--- config.mk ---
export PLATFORM = sky130hd
export DESIGN_NAME = controller_sequencer
export DESIGN_NICKNAME = d
export VERILOG_FILES = /design/src/rtl/controller_sequencer.sv
export SDC_FILE = /design/constraint.sdc
export NUM_CORES = 1
export LEC_CHECK = 0
export CORE_MARGIN = 4
export CORE_UTILIZATION = 43
export CTS_CLUSTER_SIZE = 30
export DETAILED_ROUTE_END_ITERATION = 8
export GPL_TIMING_DRIVEN = 0
export PLACE_DENSITY = 0.92
export SETUP_SLACK_MARGIN = 0.02
export SKIP_CTS_REPAIR_TIMING = 1
export SYNTH_ARGS = -nofsm -noshare
export SYNTH_HDL_FRONTEND = slang
export SYNTH_SLANG_ARGS = --single-unit
--- constraint.sdc ---
create_clock -name CLK -period 4.6 [get_ports CLK]
set_input_delay 1.15 -clock CLK [delete_from_list [all_inputs] [get_ports CLK]]
set_output_delay 1.15 -clock CLK [all_outputs]
set_load 0.01 [all_outputs]
--- src/rtl/controller_sequencer.sv ---
// SAP-1 controller-sequencer: six-state one-hot ring plus opcode decoder producing the
// 12-bit control word for the W-bus datapath; latches a halted flag on HLT.
module controller_sequencer (
  input  logic       CLK,
  input  logic       CLR,
  input  logic [3:0] IR_op,
  output logic       Cp,
  output logic       Ep,
  output logic       Lm_,
  output logic       CE_,
  output logic       Li_,
  output logic       Ei_,
  output logic       La_,
  output logic       Ea,
  output logic       Su,
  output logic       Eu,
  output logic       Lb_,
  output logic       Lo_,
  output logic       HLT,
  output logic [5:0] T
);

  localparam logic [3:0] OpLda = 4'h0;
  localparam logic [3:0] OpAdd = 4'h1;
  localparam logic [3:0] OpSub = 4'h2;
  localparam logic [3:0] OpOut = 4'hE;
  localparam logic [3:0] OpHlt = 4'hF;

  typedef enum logic [5:0] {
    StT1 = 6'b000001,
    StT2 = 6'b000010,
    StT3 = 6'b000100,
    StT4 = 6'b001000,
    StT5 = 6'b010000,
    StT6 = 6'b100000
  } ring_e;

  ring_e t_q, t_d;
  logic  halted_q, halted_d;

  // Decoded ring position; all zero when the ring holds an illegal (faulted) value.
  logic t1, t2, t3, t4, t5, t6, t_legal;

  always_comb begin
    t1      = 1'b0;
    t2      = 1'b0;
    t3      = 1'b0;
    t4      = 1'b0;
    t5      = 1'b0;
    t6      = 1'b0;
    t_legal = 1'b1;
    unique case (t_q)
      StT1:    t1 = 1'b1;
      StT2:    t2 = 1'b1;
      StT3:    t3 = 1'b1;
      StT4:    t4 = 1'b1;
      StT5:    t5 = 1'b1;
      StT6:    t6 = 1'b1;
      default: t_legal = 1'b0;
    endcase
  end

  logic is_lda, is_add, is_sub, is_out, is_hlt, is_arith, is_mem;

  always_comb begin
    is_lda   = (IR_op == OpLda);
    is_add   = (IR_op == OpAdd);
    is_sub   = (IR_op == OpSub);
    is_out   = (IR_op == OpOut);
    is_hlt   = (IR_op == OpHlt);
    is_arith = is_add | is_sub;
    is_mem   = is_lda | is_arith;
  end

  // Next state: advance the ring, freeze when halted, recover illegal values to T1.
  always_comb begin
    t_d      = t_q;
    halted_d = halted_q;
    if (!t_legal) begin
      t_d = StT1;
    end else if (!halted_q) begin
      unique case (t_q)
        StT1:    t_d = StT2;
        StT2:    t_d = StT3;
        StT3:    t_d = StT4;
        StT4:    t_d = StT5;
        StT5:    t_d = StT6;
        StT6:    t_d = StT1;
        default: t_d = StT1;
      endcase
      if (t4 && is_hlt) begin
        halted_d = 1'b1;
      end
    end
  end

  always_ff @(posedge CLK) begin
    if (CLR) begin
      t_q      <= StT1;
      halted_q <= 1'b0;
    end else begin
      t_q      <= t_d;
      halted_q <= halted_d;
    end
  end

  // Control word: every term is gated so reset and halt force the inactive word.
  logic en;

  always_comb begin
    en  = ~CLR & ~halted_q & t_legal;
    Cp  = en & t2;
    Ep  = en & t1;
    Lm_ = ~(en & (t1 | (t4 & is_mem)));
    CE_ = ~(en & (t3 | (t5 & is_mem)));
    Li_ = ~(en & t3);
    Ei_ = ~(en & t4 & is_mem);
    La_ = ~(en & ((t5 & is_lda) | (t6 & is_arith)));
    Ea  = en & t4 & is_out;
    Su  = en & t6 & is_sub;
    Eu  = en & t6 & is_arith;
    Lb_ = ~(en & t5 & is_arith);
    Lo_ = ~(en & t4 & is_out);
  end

  assign HLT = halted_q;
  assign T   = t_q;

endmodule

# Word level (Yosys, flattened, before mapping)
# Index checks and enable logic that the tools add are counted.
[word_totals] reg_bits=7 output_inout_bits=19 word_cells=61
[op_classes] n_bitwise=35 eq_ne=10 n_mux=10 n_reduce_logical=4
[op_table] operator="6-bit case mux with 5 select lines" count=1
[op_table] operator="1-bit AND" count=20
[op_table] operator="1-bit NOT" count=10
[op_table] operator="1-bit two-way mux" count=9
[op_table] operator="4-bit == test (second input constant)" count=2
[op_table] operator="6-bit by 1-bit == test with 1-bit output (second input constant)" count=1
[op_table] operator="6-bit by 2-bit == test with 1-bit output (second input constant)" count=1
[op_table] operator="6-bit by 3-bit == test with 1-bit output (second input constant)" count=1
[op_table] operator="6-bit by 4-bit == test with 1-bit output (second input constant)" count=1
[op_table] operator="6-bit by 5-bit == test with 1-bit output (second input constant)" count=1
[op_table] operator="6-bit == test (second input constant)" count=1
[op_table] operator="6-bit OR reduction" count=1
[op_table] operator="1-bit OR" count=5
[op_table] operator="4-bit by 1-bit == test with 1-bit output (second input constant)" count=1
[op_table] operator="4-bit by 2-bit == test with 1-bit output (second input constant)" count=1
[op_table] operator="4-bit logical NOT" count=1
[op_table] operator="2-bit OR reduction" count=1
[op_table] operator="1-bit logical AND" count=1

# Logic depth before layout (Yosys ltp)
# Gate-level depths: netlist (run 1).
[depth] ltp_word=7 depth_mapped=5

# Least setup slack after synthesis (run 1)
# No wires, ideal clock.
[synth_path] path_type="input to output" start="input IR_op[3]" end="output Lm_" path_slack_ps=1629 arrival_ps=1821 path_buffers=0 stages=4 t_required_ps=3450 cell_sequence="nor2_1 and2_1 nand2_1 a211o_2"
[synth_via] elab_chain_cells=7 elab_cells_between_ends=9 cone_classes="eq/ne (2); bitwise (6); reduce/logical (1)"
[synth_rtl] item="start: declaration" line="6" text="input logic [3:0] IR_op,"
[synth_rtl] item="4-bit by 1-bit == test with 1-bit output or 4-bit by 2-bit == test with 1-bit output (tied branches)" line="67, 68"
[synth_rtl] item="1-bit OR" line="71" text="is_arith = is_add | is_sub;"
[synth_rtl] item="1-bit OR *" line="72" text="is_mem = is_lda | is_arith;"
[synth_rtl] item="1-bit AND *" line="114" text="Lm_ = ~(en & (t1 | (t4 & is_mem)));"
[synth_rtl] item="1-bit OR *" line="114"
[synth_rtl] item="1-bit AND *" line="114"
[synth_rtl] item="1-bit NOT *" line="114"
[synth_rtl] item="end: declaration" line="9" text="output logic Lm_,"
# Every way passes the cells marked *; elsewhere a longest branch is shown, timed or not.

# Final worst setup path (run 1)
[layout_path] start="input CLR" end="output Eu"
[layout_via] elab_chain_cells=5
[layout_rtl] item="start: declaration" line="5" text="input logic CLR,"
[layout_rtl] item="1-bit NOT" line="111" text="en = ~CLR & ~halted_q & t_legal;"
[layout_rtl] item="1-bit AND (2 in series)" line="111"
[layout_rtl] item="1-bit AND (2 in series)" line="121" text="Eu = en & t6 & is_arith;"
[layout_rtl] item="end: declaration" line="16" text="output logic Eu,"
# No other way between the ends.

==> impl_metrics.ini, run 1 <==
[sta]
period_needed_ns = 3.97
finalHoldViolations = 0
fin_crit_sh_pct = 86.2
fin_setup_tns_ns = 0
fin_hold_ws_ns = 0.606
report.final.slew_viol_count = 0
setup_viol = 0
finClkSkew_ns = 0.00123
tightestPinTransition_ns = 0.438
layout_setup_ws_ns = 0.634
maxSlewHeadroom_pct = 70.8
fmax_ghz = 0.252
rsz0062_at_grt = false

[clock_tree]
clock_latency_ns = 0.25
cts_tree = built
cts_max_level = 1
cts_buffer_depth = 2
cts_sinks = 7
cts_buffers = 3
cts-root-buf = clkbuf_4
path_clk_slew_ns = 0.05

[drt]
drt-total-wl_um = 1460
firstDrtPassIters = 4
drc_errors = 0
vias = 615
wl_per_cell_um = 12.8
via_per_inst = 5.39
ant_nets = 0
drt_iter0_drc = 14

[global_route]
track_usage_pct = 16.6
first_global_vias = 611
grt.overflow.total = 0
use_met1_pct = 20.0
grt_first_pass_wirelength_um = 2480
globalRouteMet3Util_pct = 2.44
grt_use_met2_pct = 28.8
antenna_found_initial = 0
grt_max_degree = 11
grt-busiest-layer = met2

[logic_synthesis]
synth_cell_types = 34
synth_fp_nets = 78
avgSynthCellArea_um2 = 7.77
synth.area.top_cells = dfxtp_1, nand2_1, nor2_1
yosysTopAreaCell = dfxtp_1
ys_seq_area_share_pct = 25.1
yosysWarnings = 0
synth_cells = 72
synth-seq-cells = 7
netlist_area_um2 = 559
synth_top_area_share_pct = 25.1

[critical_path]
cp-end-kind = output port
reg2reg_to = T[2]
path_max_fanout = 5
startpoint_type = input pin
reg2reg_slack_ns = 2.82
ff2ff_path_depth = 5
crit_arrival_ns = 2.82
cp.required_ns = 3.45
max_stage_delay_ns = 0.52
slowest_stage = clkdlybuf4s50_1
r2r-start = T[2]
cp_cell_sequence = clkdlybuf4s50_1 -> nor2_1 -> nand2_1 -> a21oi_1 -> and2_1 -> clkdlybuf4s50_1
cpMostUsedCell = clkdlybuf4s50_1
crit_type = in2out

[placed_design]
io_buffers = 24
dp.final_hpwl_um = 1180
place_ws_ns = 0.628
placed_cell_area_um2 = 817
gp_congestion = 0.788

[cells_and_area]
diodes = 0
drive_gt1_share_pct = 15.0
fill_cells = 98
nets = 107
final_area_um2 = 843
area.growth.synth_to_final_pct = 50.8

[pwr]
cellPowerDensity_nw_per_um2 = 211
p_int_mw = 0.128
p_comb_share_pct = 30.6
power.leakage_nw = 0.336
swShare_pct = 28.1
seqPwrFrac_pct = 38.7
vdd_drop_max_v = 0.000197
p_switching_mw = 0.0500
clock_power_share_pct = 30.7

[floorplanning]
die_w_um = 44.1
rows = 12
die_h_um = 44.1
initial_core_util_pct = 47.8
ios = 25
coreArea_um2 = 1170
die_area_um2 = 1940

[min_path]
hold_path_class = reg2reg
holdCritStartpoint = HLT
hold_end = T[0]
whs_path_depth = 3

[outcome]
status = complete, no violations

[flow_run]
max-cap-violations = 0
==> registers in the layout, summed over array words and instances, names as in the netlist <==
signal,flops
T,6
HLT,1
==> through the flow <==
step | util [%] | instances | total power [mW]
3_5_place_dp | 69.8 | 110 | 0.124
4_1_cts | 72.0 | 114 | 0.180
2_1_floorplan | - | 72 | 0.101
6_report | 72.0 | 114 | 0.178
5_1_grt | 72.0 | 114 | 0.188
3_3_place_gp | 69.8 | 110 | 0.123
==> worst max-delay path: cells and delay by family <==
family	cells	cell delay, ns
buffers and inverters	2	0.94
AOI/OAI and AO/OA	1	0.18
and+or+nand+nor	3	0.54
==> metal layers <==
layer  wire length, um  share of wire (%)
met3                45                3.1
met5                 0                  0
met1               668                 46
met4                 9               0.62
met2               737                 50
==> cell usage in the layout (no fill, tap or decap), types with 3 or more instances in the layout <==
cell type	n
nor3b_1	3
dfxtp_1	7
nand3_1	3
nor3_1	4
clkdlybuf4s50_1	24
nand2_1	9
a21oi_1	3
nor2_1	8
clkbuf_4	3
==> cells in the mapped netlist <==
| master | number |
|---|---|
| xor2_1 | 1 |
| mux2_2 | 2 |
| dfxtp_1 | 7 |
| nand2_1 | 9 |
| or4_1 | 1 |
| nor3_1 | 4 |
| nand2b_1 | 2 |
| nor3b_1 | 3 |
| o21ai_0 | 2 |
| a31oi_1 | 1 |
| a21o_1 | 1 |
| or4_4 | 1 |
| nor2_2 | 1 |
| nor3b_2 | 2 |
| or3_4 | 1 |
| a21oi_1 | 3 |
| o211ai_1 | 1 |
| maj3_2 | 1 |
| nand3_1 | 3 |
| a211o_2 | 1 |
| buf_6 | 1 |
| nor2_1 | 8 |
| or4b_4 | 1 |
| and3b_1 | 2 |
| or3b_1 | 1 |
| o21bai_1 | 1 |
| and2_1 | 2 |
| a211oi_1 | 1 |
| buf_2 | 1 |
| nor2b_1 | 1 |
| inv_1 | 2 |
| mux2i_1 | 2 |
| clkbuf_1 | 1 |
| buf_1 | 1 |
==> worst max path at each step <==
stage | from | endpoint | depth (start not counted)
after floorplan | IR_op[3] | Lm_ | 4
after global placement | CLR | Eu | 6
after detailed placement | CLR | Eu | 6
after CTS | CLR | Eu | 6
after global routing | CLR | Eu | 6
final | CLR | Eu | 6
==> power groups by stage <==
stage               clock (mW)  sequential [mW]  combinational [mW]
global placement             0           0.0699              0.0530
finish                  0.0548           0.0689              0.0544
CTS                     0.0571           0.0686              0.0543
global route            0.0600           0.0694              0.0586
floorplan                    0           0.0704              0.0311
detailed placement           0           0.0699              0.0542
==> final cells by class <==
type                    instances  area, um2  area share, %
clock buffers                   4       26.3           3.12
repair buffers                 24        240           28.5
plain buffers                   4       23.8           2.82
flip-flops and latches          7        140           16.6
multi-input cells              59        388           46.0
well taps                      14       17.5           2.08
inverters                       2       7.51          0.890
==> cells by family (layout without fill, tap and decap cells) <==
| logic type | Yosys count | after routing | synth area share [%] |
|---|---|---|---|
| xor+xnor | 1 | 1 | 1.57 |
| fa+ha+maj | 1 | 1 | 2.01 |
| flops | 7 | 7 | 25.1 |
| simple gates | 42 | 42 | 45.4 |
| buf+inv | 6 | 34 | 5.59 |
| mux | 4 | 4 | 7.61 |
| compound gates | 11 | 11 | 12.8 |
Note: power is estimated with default switching activity, not from simulation.
==> inputs of run 2 (changes only) <==
--- a/config.mk
+++ b/config.mk
@@ -7,7 +7,6 @@
 export LEC_CHECK = 0
 export CORE_MARGIN = 4
 export CORE_UTILIZATION = 43
-export CTS_CLUSTER_SIZE = 30
 export DETAILED_ROUTE_END_ITERATION = 8
 export GPL_TIMING_DRIVEN = 0
 export PLACE_DENSITY = 0.92
==> results of run 2 <==
No change in the layout: final DEF, timing and power equal those of run 1.
==> inputs of run 3 (changes only) <==
--- a/config.mk
+++ b/config.mk
@@ -5,6 +5,7 @@
 export SDC_FILE = /design/constraint.sdc
 export NUM_CORES = 1
 export LEC_CHECK = 0
+export ABC_CLOCK_PERIOD_IN_PS = 4600
 export CORE_MARGIN = 4
 export CORE_UTILIZATION = 43
 export DETAILED_ROUTE_END_ITERATION = 8
==> results of run 3 <==
No change in the layout: final DEF, timing and power equal those of run 1.
